--- config.mk ---
export PLATFORM = sky130hd
export DESIGN_NAME = load_unit
export DESIGN_NICKNAME = d
export VERILOG_FILES = /design/src/rtl/load_unit.sv
export SDC_FILE = /design/constraint.sdc
export NUM_CORES = 1
export LEC_CHECK = 0
export CORE_MARGIN = 8
export CORE_UTILIZATION = 25
export DETAILED_ROUTE_END_ITERATION = 12
export GPL_TIMING_DRIVEN = 0
export PLACE_DENSITY_LB_ADDON = 0.05
export SLEW_MARGIN = 30
export SYNTH_ARGS = -nofsm -noshare
export SYNTH_HDL_FRONTEND = slang
export SYNTH_SLANG_ARGS = --single-unit
--- constraint.sdc ---
create_clock -name clk_i -period 1.9 [get_ports clk_i]
set_input_delay 0.38 -clock clk_i [delete_from_list [all_inputs] [get_ports clk_i]]
set_output_delay 0.38 -clock clk_i [all_outputs]
set_load 0.005 [all_outputs]
--- src/rtl/load_unit.sv ---
// rtl/load_unit.sv - load unit: alignment/privilege checks, store forwarding, memory wait, byte/half extraction
//
// Optional feature macro: LOAD_FORWARD_EN (store-to-load forwarding; undefined = every legal load goes to memory)
//
// Ports:
//   clk_i, rst_n_i                  clock, asynchronous active-low reset
//   flush_i                         synchronous flush, returns to IDLE and drops any result
//   privilege_i                     1 = machine privilege (may touch private region)
//   valid_operation_i, load_address_i, operation_i
//                                   new load, sampled only in IDLE
//   wait_i                          downstream stall, holds the result in DONE
//   load_request_o, load_address_o  one-cycle word-aligned request to memory
//   load_valid_i, load_data_i       memory response, honoured only in WAIT_MEMORY
//   foward_address_o, foward_data_i, foward_match_i
//                                   store-unit forwarding lookup
//   loaded_data_o                   registered, extracted and extended result
//   data_valid_o, idle_o, illegal_access_o, misaligned_o
//                                   status flags
module load_unit #(
  parameter int unsigned BUS_TIMEOUT          = 255,
  parameter logic [31:0] PRIVATE_REGION_START = 32'hF000_0000,
  parameter logic [31:0] PRIVATE_REGION_END   = 32'hFFFE_FFFF
) (
  input  logic        clk_i,
  input  logic        rst_n_i,
  input  logic        flush_i,
  input  logic        privilege_i,
  input  logic        valid_operation_i,
  input  logic [31:0] load_address_i,
  input  logic [2:0]  operation_i,
  input  logic        wait_i,
  output logic        load_request_o,
  output logic [31:0] load_address_o,
  input  logic        load_valid_i,
  input  logic [31:0] load_data_i,
  output logic [29:0] foward_address_o,
  input  logic [31:0] foward_data_i,
  input  logic        foward_match_i,
  output logic [31:0] loaded_data_o,
  output logic        data_valid_o,
  output logic        idle_o,
  output logic        illegal_access_o,
  output logic        misaligned_o
);

  localparam int CW = $clog2(BUS_TIMEOUT + 1);

  localparam logic [2:0] LDB  = 3'd0;
  localparam logic [2:0] LDBU = 3'd1;
  localparam logic [2:0] LDH  = 3'd2;
  localparam logic [2:0] LDHU = 3'd3;
  localparam logic [2:0] LDW  = 3'd4;

  typedef enum logic [1:0] {IDLE, WAIT_MEMORY, DONE} state_t;

  state_t        state_q, state_d;
  logic [CW-1:0] count_q, count_d;
  logic [31:0]   data_q, data_d;
  logic [31:0]   addr_q, addr_d;
  logic [2:0]    op_q, op_d;
  logic          ill_q, ill_d;
  logic          mis_q, mis_d;

  logic misaligned, illegal, fwd_hit;

  // Undefined opcodes fall through to word semantics.
  function automatic logic [31:0] extract(input logic [31:0] word, input logic [2:0] op,
                                          input logic [1:0] off);
    logic [7:0]  b;
    logic [15:0] h;
    b = word[8*off +: 8];
    h = off[1] ? word[31:16] : word[15:0];
    case (op)
      LDB:     extract = {{24{b[7]}}, b};
      LDBU:    extract = {24'd0, b};
      LDH:     extract = {{16{h[15]}}, h};
      LDHU:    extract = {16'd0, h};
      default: extract = word;
    endcase
  endfunction

  assign misaligned = ((operation_i == LDH || operation_i == LDHU) && load_address_i[0]) ||
                      (operation_i == LDW && load_address_i[1:0] != 2'b00);
  assign illegal    = (load_address_i >= PRIVATE_REGION_START) &&
                      (load_address_i <= PRIVATE_REGION_END) && !privilege_i;

`ifdef LOAD_FORWARD_EN
  assign fwd_hit          = foward_match_i;
  assign foward_address_o = load_address_i[31:2];
`else
  logic unused_fwd;
  assign unused_fwd       = ^{foward_data_i, foward_match_i};
  assign fwd_hit          = 1'b0;
  assign foward_address_o = 30'd0;
`endif

  // In IDLE the request goes out the same cycle the op is accepted, so the address
  // comes straight from the input; afterwards the captured address is shown.
  assign load_address_o   = (state_q == IDLE) ? {load_address_i[31:2], 2'b00}
                                              : {addr_q[31:2], 2'b00};
  assign loaded_data_o    = data_q;
  assign illegal_access_o = ill_q;
  assign misaligned_o     = mis_q;
  assign data_valid_o     = (state_q == DONE);
  assign idle_o           = (state_q == IDLE);

  always_comb begin
    state_d        = state_q;
    count_d        = count_q;
    data_d         = data_q;
    addr_d         = addr_q;
    op_d           = op_q;
    ill_d          = ill_q;
    mis_d          = mis_q;
    load_request_o = 1'b0;
    if (flush_i) begin
      state_d = IDLE;
      count_d = '0;
      data_d  = '0;
      ill_d   = 1'b0;
      mis_d   = 1'b0;
    end else begin
      case (state_q)
        IDLE: begin
          if (valid_operation_i) begin
            addr_d  = load_address_i;
            op_d    = operation_i;
            count_d = '0;
            ill_d   = illegal;
            mis_d   = misaligned;
            data_d  = '0;
            if (misaligned || illegal) begin
              state_d = DONE;
            end else if (fwd_hit) begin
              data_d  = extract(foward_data_i, operation_i, load_address_i[1:0]);
              state_d = DONE;
            end else begin
              load_request_o = 1'b1;
              state_d        = WAIT_MEMORY;
            end
          end
        end
        WAIT_MEMORY: begin
          // A response in the final timeout cycle still wins over the abort.
          if (load_valid_i) begin
            data_d  = extract(load_data_i, op_q, addr_q[1:0]);
            count_d = '0;
            state_d = DONE;
          end else if (count_q == CW'(BUS_TIMEOUT - 1)) begin
            ill_d   = 1'b1;
            data_d  = '0;
            count_d = '0;
            state_d = DONE;
          end else begin
            count_d = count_q + CW'(1);
          end
        end
        DONE: begin
          if (!wait_i) state_d = IDLE;
        end
        default: state_d = IDLE;
      endcase
    end
  end

  always_ff @(posedge clk_i or negedge rst_n_i) begin
    if (!rst_n_i) begin
      state_q <= IDLE;
      count_q <= '0;
      data_q  <= '0;
      addr_q  <= '0;
      op_q    <= '0;
      ill_q   <= 1'b0;
      mis_q   <= 1'b0;
    end else begin
      state_q <= state_d;
      count_q <= count_d;
      data_q  <= data_d;
      addr_q  <= addr_d;
      op_q    <= op_d;
      ill_q   <= ill_d;
      mis_q   <= mis_d;
    end
  end

endmodule

# After elaboration in Yosys (flattened, before gate mapping)
# Index checks and enable logic that the tools add are counted.
# word_totals
input_bits,107
mem_bits_ro,0
output_inout_bits,99
latchBits,0
register_bits,79
mem_bits_rw,0
memories,0
# op_classes
n_eq_ne,14
n_mul,0
add_sub_neg,1
n_reduce_logical,20
muxes,32
n_bitwise,1
n_lt_le_gt_ge,2
div_mod_pow,0
shift,1
# op_table
op,count
32-bit 2-to-1 mux,5
32-bit one-hot mux with 4 select lines,1
32-bit one-hot mux with 2 select lines,1
32-bit greater-or-equal comparator (second input constant),1
32-bit <= comparator (second input constant),1
8-bit 2-to-1 mux,4
32-bit by 6-bit indexed part select with 8-bit output,1
16-bit 2-to-1 mux,1
8-bit one-hot mux with 2 select lines,1
3-bit by 2-bit equality test with 1-bit output (second input constant),4
2-bit 2-to-1 mux,6
3-bit != test (second input constant),4
1-bit 2-to-1 mux,11
3-bit AND reduction,3
8-bit by 1-bit adder with 8-bit output (second input constant),1
8-bit equality test (second input constant),1
2-bit one-hot mux with 3 select lines,1
2-bit nonzero test,3
1-bit logical AND,4
4-bit != test (second input constant),1
2-bit AND reduction,2
4-bit AND reduction,1
3-bit by 1-bit equality test with 1-bit output (second input constant),1
3-bit equality test (second input constant),1
9 further kinds,11

# Depth between registers and ports, before layout
# Gate-level depths: netlist of run 1.
# logic_depth
ltp_word,9
mapped_depth,7
depth_no_buf,6

# Least setup slack after synthesis of run 1
# OpenSTA, ideal clock, no wires.
# synth_path
path_kind,register to output
startpoint,reg state_q[0]
endpoint,out load_request_o
t_arrival_ns,1.432
path_stages_with_launch,7
setup_slack_ns,0.088
path_buffers,3
required_ns,1.520
path_cell_list,dfrtp_1 > buf_2 > nor4b_1 > buf_2 > buf_4 > o211ai_1 > nor2_1
# synth_via
elab_chain_cells,3
# synth_rtl
item,line,text
start: declaration,56,"state_t state_q, state_d;"
start signal: assignment,176,state_q <= state_d;
2-bit logical NOT,123,case (state_q)
1-bit 2-to-1 mux,123,
1-bit 2-to-1 mux,116,if (flush_i) begin
end: declaration,32,"output logic load_request_o,"
# Every way passes these cells.

# Worst setup path in the final report of run 1
# layout_path
startpoint,reg state_q[0]
endpoint,out load_address_o[22]
# layout_via
elab_chain_cells,2
# layout_rtl
item,line,text
2-bit logical NOT,99,"assign load_address_o = (state_q == IDLE) ? {load_address_i[31:2], 2'b00}"
32-bit 2-to-1 mux,99,
end: declaration,33,"output logic [31:0] load_address_o,"
# Every way passes these cells.

==> flow_metrics.env, run 1 <==
export IMPL_p_per_area_mw_per_mm2=860
export IMPL_fin_crit_sh=1.16
export IMPL_synth_most_common_cell="dfrtp_1"
export IMPL_ys_top_cells_by_count="dfrtp_1, mux2_2, buf_4"
export IMPL_syn_cell_area_sq_mm=0.00448
export IMPL_place_gp_congestion=0.732
export IMPL_crit_top_cell="buf_12"
export IMPL_vdd_drop_max_v=0.000447
export IMPL_clk_latency_ps=340
export IMPL_post_route_util=0.411
export IMPL_area_growth_pct=63.2
export IMPL_grt_max_degree=48
export IMPL_slowest_delay_ps=370
export IMPL_fmax_ghz=0.455
export IMPL_drc=0
export IMPL_fp_dieW_um=150
export IMPL_crit_type="register to primary output"
export IMPL_rsz0062_at_grt="yes"
export IMPL_clock_sinks=79
export IMPL_cts_htree_levels=3
export IMPL_setup_violations=62
export IMPL_routed_wl_um=15400
export IMPL_post_drt_wl_per_cell_um=18.3
export IMPL_grt_use_total=0.138
export IMPL_n_antenna_cell=0
export IMPL_clockRootBuffer="clkbuf_16"
export IMPL_dr_first_iter_drc_count=106
export IMPL_core_area_sq_mm=0.0178
export IMPL_required_ps=1520
export IMPL_initial_utilization=0.252
export IMPL_grt_first_pass_wirelength_um=23600
export IMPL_crit_arrival_ps=1820
export IMPL_synth_edf_count=0
export IMPL_p_leak_nw=3.33
export IMPL_syn_inst=400
export IMPL_yosys_register_bits=79
export IMPL_place_area_sq_mm=0.00631
export IMPL_yosysTopAreaCell="dfrtp_1"
export IMPL_yosys_most_used_dff="dfrtp_1"
export IMPL_drive_gt1_frac=0.361
export IMPL_max_cap_violations=0
export IMPL_period_needed_ps=2200
export IMPL_yosys_top_cells_area="dfrtp_1, mux2_2, buf_4"
export IMPL_fin_skew_ps=6.66
export IMPL_die_h_um=150
export IMPL_fin_cells=842
export IMPL_grt_pass1_vias=4201
export IMPL_nets=717
export IMPL_fillers=1758
export IMPL_relSlewSlack=0.659
export IMPL_fin_area_sq_mm=0.00731
export IMPL_die_area_sq_mm=0.0225
export IMPL_cts_buffers=9
export IMPL_hp_class="input port to register"
export IMPL_num_rows=49
export IMPL_avgSynthCellArea_sq_um=11.2
export IMPL_tritoncts="yes"
export IMPL_vias=3739
export IMPL_clk_pin_slew_ps=60
export IMPL_synth_seq_area_share=0.441
export IMPL_grt_overflow=0
export IMPL_antenna_left=0
export IMPL_end_kind="primary output"
export IMPL_finalMaxSlewViolations=0
export IMPL_tightest_slew_ps=511
export IMPL_io_buffers=140
export IMPL_viasPerCell=4.44
export IMPL_synth_distinct_cells=44
export IMPL_crit_path_start_kind="register"
export IMPL_finalHoldViolations=0
export IMPL_worstPathCellList="buf_6 > nor2_4 > buf_12 > buf_12 > buf_12 > buf_16 > mux2_4 > buf_6"
export IMPL_antenna_found_initial=0
export IMPL_yosysWarnings=0
export IMPL_violations="setup timing"
export IMPL_clock_tree_buffer_depth=2
export IMPL_boundaryPins=206
export IMPL_dp_hpwl_um=11200
export IMPL_synth_top_area_frac=0.441
export IMPL_crit_slowest_cell="dfrtp_1"
export IMPL_drtPass1Iterations=4
export IMPL_status="finished, violations left"
export IMPL_crit_fanout=5
export IMPL_ys_async_sr_fraction=1.00
export IMPL_fin_tns_setup_ps=-7910
export IMPL_dp_cells=801
export IMPL_fin_ws_ps=-296
==> per-layer routing <==
layer  vias up  routed length (um)  track usage
met1      1811                6660        0.164
li1       1792                   -            -
met4         0                 214       0.0460
met2       121                7190        0.223
met3        15                1360       0.0553
met5         -                   0            0
==> path summary, 6_finish.rpt <==
check	to	slack (ps)	cells after the start	from
worst min register to register	loaded_data_o[11]	490	1	loaded_data_o[11]
worst min-delay path	addr_q[24]	350	2	load_address_i[24]
max in group asynchronous	addr_q[26]	830	3	rst_n_i
min in group asynchronous	loaded_data_o[25]	520	2	rst_n_i
worst max-delay path	load_address_o[22]	-300	8	state_q[0]
worst max register to register	loaded_data_o[4]	-30	7	state_q[1]
==> cell type report <==
cell class	instances	area [sq um]	area share
Inverter	5	18.8	0.00257
Clock inverter	3	40.0	0.00548
Timing Repair Buffer	169	1830	0.250
Clock buffer	13	270	0.0370
Buffer	55	443	0.0606
Sequential cell	79	1980	0.270
Multi-Input combinational cell	289	2450	0.335
Tap cell	229	287	0.0392
==> flip-flops by register name (all words and copies together) (netlist names) <==
signal,cells
illegal_access_o,1
count_q,8
addr_q,32
op_q,3
loaded_data_o,32
misaligned_o,1
state_q,2
==> where the power goes <==
part           internal, mW  switching (mW)
clock network          1.12           0.703
registers              1.92           0.158
logic                  1.40           0.979
==> cells in the final DEF (no fill, tap or decap), types with 2 or more instances in the layout <==
cell,n
clkbuf_16,9
xor2_1,5
mux2i_1,9
clkinv_2,2
and2_1,2
clkbuf_1,5
clkdlybuf4s50_1,96
o2bb2ai_2,7
nor4b_4,2
o2111ai_1,2
clkbuf_8,3
and3_1,4
buf_16,3
buf_2,6
buf_6,46
inv_1,5
o21ai_0,16
clkbuf_2,2
nor2_2,2
nand2b_1,31
o211ai_1,4
nor2_1,12
a21oi_1,5
clkbuf_4,2
nand2_1,21
nand4_1,4
o22ai_1,2
nand3_1,2
mux2_4,30
nand3b_1,2
buf_12,9
mux2_2,42
dlymetal6s2s_1,4
ha_1,2
dfrtp_1,79
buf_4,43
conb_1,32
dlygate4sd2_1,7
a32o_1,24
nor2b_1,9
==> worst max-delay path, delay by kind of cell, from the launching register on <==
family	cells	cell delay (ps)
DFF	1	370
buffers and inverters	6	700
and+or+nand+nor	1	100
muxes	1	300
==> metrics by stage <==
step / power, mW / hold slack, ps / worst slack (ps)
global route: 6.65 / 351 / -369
floorplan: 3.12 / 84.4 / 87.5
finish: 6.28 / 346 / -296
detailed placement: 4.00 / 299 / -1220
global placement: 3.99 / 478 / -2890
CTS: 6.40 / 442 / -316
==> cell families after synthesis <==
family,Yosys count,share of synthesized area
AO/OA/AOI/OAI,70,0.127
XOR/XNOR,5,0.00978
adder cells (fa/ha/maj),2,0.00559
buffers and inverters,63,0.0899
flip-flops,79,0.441
multiplexers,82,0.206
other,1,0.000837
AND/OR/NAND/NOR,98,0.120
==> what timing repair did <==
action	CTS	global route
hold buffers	1	0
hold endpoints to repair	32	0
pin swaps	2	3
setup buffers	20	3
gates cloned	6	0
setup endpoints to repair	82	73
gates resized for setup	246	18
(Power assumes the default switching activity.)
==> run 2, diff against run 1 <==
clock period = 2.68 ns   (was 1.9 ns; I/O delays follow)
==> run 2 against run 1 <==
Against the previous run:
- the flow now finishes without violations
- sequential cell count stayed put
- critical endpoint is now load_address_o[9]
- worst hold slack worse by 260 ps
- sequential power is 30% lower
- first-iteration DRC count is 5.7% lower
- via count is 3.2% lower
- register-to-register slack better by 760 ps
- final cell count is 2.7% lower
- non-clock buffer count is 23 lower
- largest power group is now registers
- utilization is 3.1 points lower
- sequential share of layout area is 2.2 points higher
- highest routed layer unchanged
==> flow_metrics.env, run 2 (synthesis gave the netlist of run 1 again) <==
export IMPL_fin_tns_setup_ps=0
export IMPL_place_gp_congestion=0.732
export IMPL_setup_violations=0
export IMPL_p_per_area_mw_per_mm2=609
export IMPL_rsz0062_at_grt="yes"
export IMPL_grt_pass1_vias=3966
export IMPL_antenna_found_initial=0
export IMPL_clk_pin_slew_ps=60
export IMPL_fin_ws_ps=75.2
export IMPL_antenna_left=0
export IMPL_fin_area_sq_mm=0.00675
export IMPL_switching_power_mw=1.19
export IMPL_fmax_ghz=0.384
export IMPL_tritoncts="yes"
export IMPL_crit_type="register to primary output"
export IMPL_clockPowerShare=0.312
export IMPL_viasPerCell=4.42
export IMPL_n_antenna_cell=0
export IMPL_num_rows=49
export IMPL_io_buffers=140
export IMPL_clk_latency_ps=340
export IMPL_tightest_slew_ps=523
export IMPL_r2r_start="state_q[1]"
export IMPL_period_needed_ps=2600
export IMPL_crit_arrival_ps=2070
export IMPL_required_ps=2140
export IMPL_die_area_sq_mm=0.0225
export IMPL_crit_path_start_kind="register"
export IMPL_boundaryPins=206
export IMPL_fin_skew_ps=6.13
export IMPL_cts_htree_levels=3
export IMPL_end_kind="primary output"
export IMPL_grt_max_degree=48
export IMPL_dp_hpwl_um=11200
export IMPL_area_growth_pct=50.7
export IMPL_clockRootBuffer="clkbuf_16"
export IMPL_postCtsHoldBufs=0
export IMPL_fp_dieW_um=150
export IMPL_clock_sinks=79
export IMPL_p_seq_frac=0.356
export IMPL_vdd_drop_max_v=0.000311
export IMPL_max_cap_violations=0
export IMPL_final_cell_mix="clkdlybuf4s50_1, dfrtp_1, mux2_2"
export IMPL_place_area_sq_mm=0.00631
export IMPL_drc=0
export IMPL_routed_wl_um=14500
export IMPL_status="finished, final reports clean"
export IMPL_p_sw_frac=0.289
export IMPL_drive_gt1_frac=0.256
export IMPL_intPower_mw=2.92
export IMPL_cts_buffers=9
export IMPL_clock_tree_buffer_depth=2
export IMPL_p_leak_nw=3.01
export IMPL_grt_overflow=0
export IMPL_die_h_um=150
export IMPL_crit_fanout=10
export IMPL_fillers=1805
export IMPL_comb_power_share=0.332
export IMPL_drtPass1Iterations=4
export IMPL_hp_class="input port to asynchronous set/reset pin"
export IMPL_initial_utilization=0.252
export IMPL_relSlewSlack=0.651
export IMPL_nets=694
export IMPL_dp_slack_ps=-756
export IMPL_multi_input_area_sq_mm=0.00224
export IMPL_regArea_sq_mm=0.00198
export IMPL_post_drt_wl_per_cell_um=17.7
export IMPL_dr_first_iter_drc_count=100
export IMPL_grt_first_pass_wirelength_um=22100
export IMPL_mostFrequentLayoutCell="clkdlybuf4s50_1"
export IMPL_startpoint="state_q[1]"
export IMPL_vias=3619
export IMPL_finalHoldViolations=0
export IMPL_core_area_sq_mm=0.0178
export IMPL_fin_crit_sh=0.972
export IMPL_finalMaxSlewViolations=0
export IMPL_grt_use_total=0.129
-- run 2: changes by cell type in the layout (fill, tap and decap cells not counted), sizes merged --
cell           previous run  this run
dlygate4sd3               1         0
dlygate4sd2               7         3
dlymetal6s2s              4        14
clkdlybuf4s50            96       121
buf                     108        55
-- run 2: path summary, 6_finish.rpt --
path / to / slack, ps / cells past startpoint
max: load_address_o[9] / 80 / 6
min: loaded_data_o[25] / 80 / 1
max reg2reg: loaded_data_o[1] / 730 / 7
min reg2reg: loaded_data_o[3] / 490 / 1
max in group asynchronous: addr_q[26] / 2040 / 2
min in group clk_i: loaded_data_o[3] / 490 / 1
-- run 2: cell type report --
class,count,area share
inverter,5,0.00278
multi-input combinational,289,0.332
tap,229,0.0424
buffer,58,0.0639
clock buffer,13,0.0400
clock inverter,3,0.00593
sequential,79,0.293
timing repair buffer,143,0.220
-- run 2: power by group through the flow --
| stage | Sequential (mW) | Clock (mW) | Combinational [mW] |
|---|---|---|---|
| final | 1.46 | 1.28 | 1.37 |
| after global routing | 1.49 | 1.39 | 1.50 |
| after CTS | 1.46 | 1.35 | 1.40 |
| after detailed placement | 1.49 | 0 | 1.35 |
| after global placement | 1.48 | 0 | 1.35 |
| after floorplan | 1.45 | 0 | 0.754 |
-- run 2: layer usage --
metal,part of all wire,GRT usage,vias to the layer above
li1,-,-,1752
met1,0.44,0.157,1735
met2,0.45,0.200,118
met3,0.093,0.0562,14
met4,0.013,0.0435,0
met5,0,0,-
-- run 2: stage by stage --
| stage | hold WS [ps] | power [mW] | util | cells |
|---|---|---|---|---|
| after global placement | 478 | 2.83 | 0.353 | 800 |
| final | 83.2 | 4.11 | 0.380 | 819 |
| after floorplan | 240 | 2.21 | - | 431 |
| after detailed placement | 455 | 2.84 | 0.355 | 801 |
| after CTS | 83.3 | 4.21 | 0.377 | 819 |
| after global routing | 94.6 | 4.38 | 0.380 | 819 |
-- run 2: critical path, cell delays in order, from the launching register on --
cell             delay (ps)
dfrtp_1                 360
buf_4                   170
nor2_4                  130
buf_12                  140
buf_8                   140
mux2_2                  330
clkdlybuf4s50_1         450
-- run 2: timing repair --
item	CTS	global route
pin swaps	1	0
setup buffers	2	0
setup endpoints to repair	32	27
resized for setup	20	22
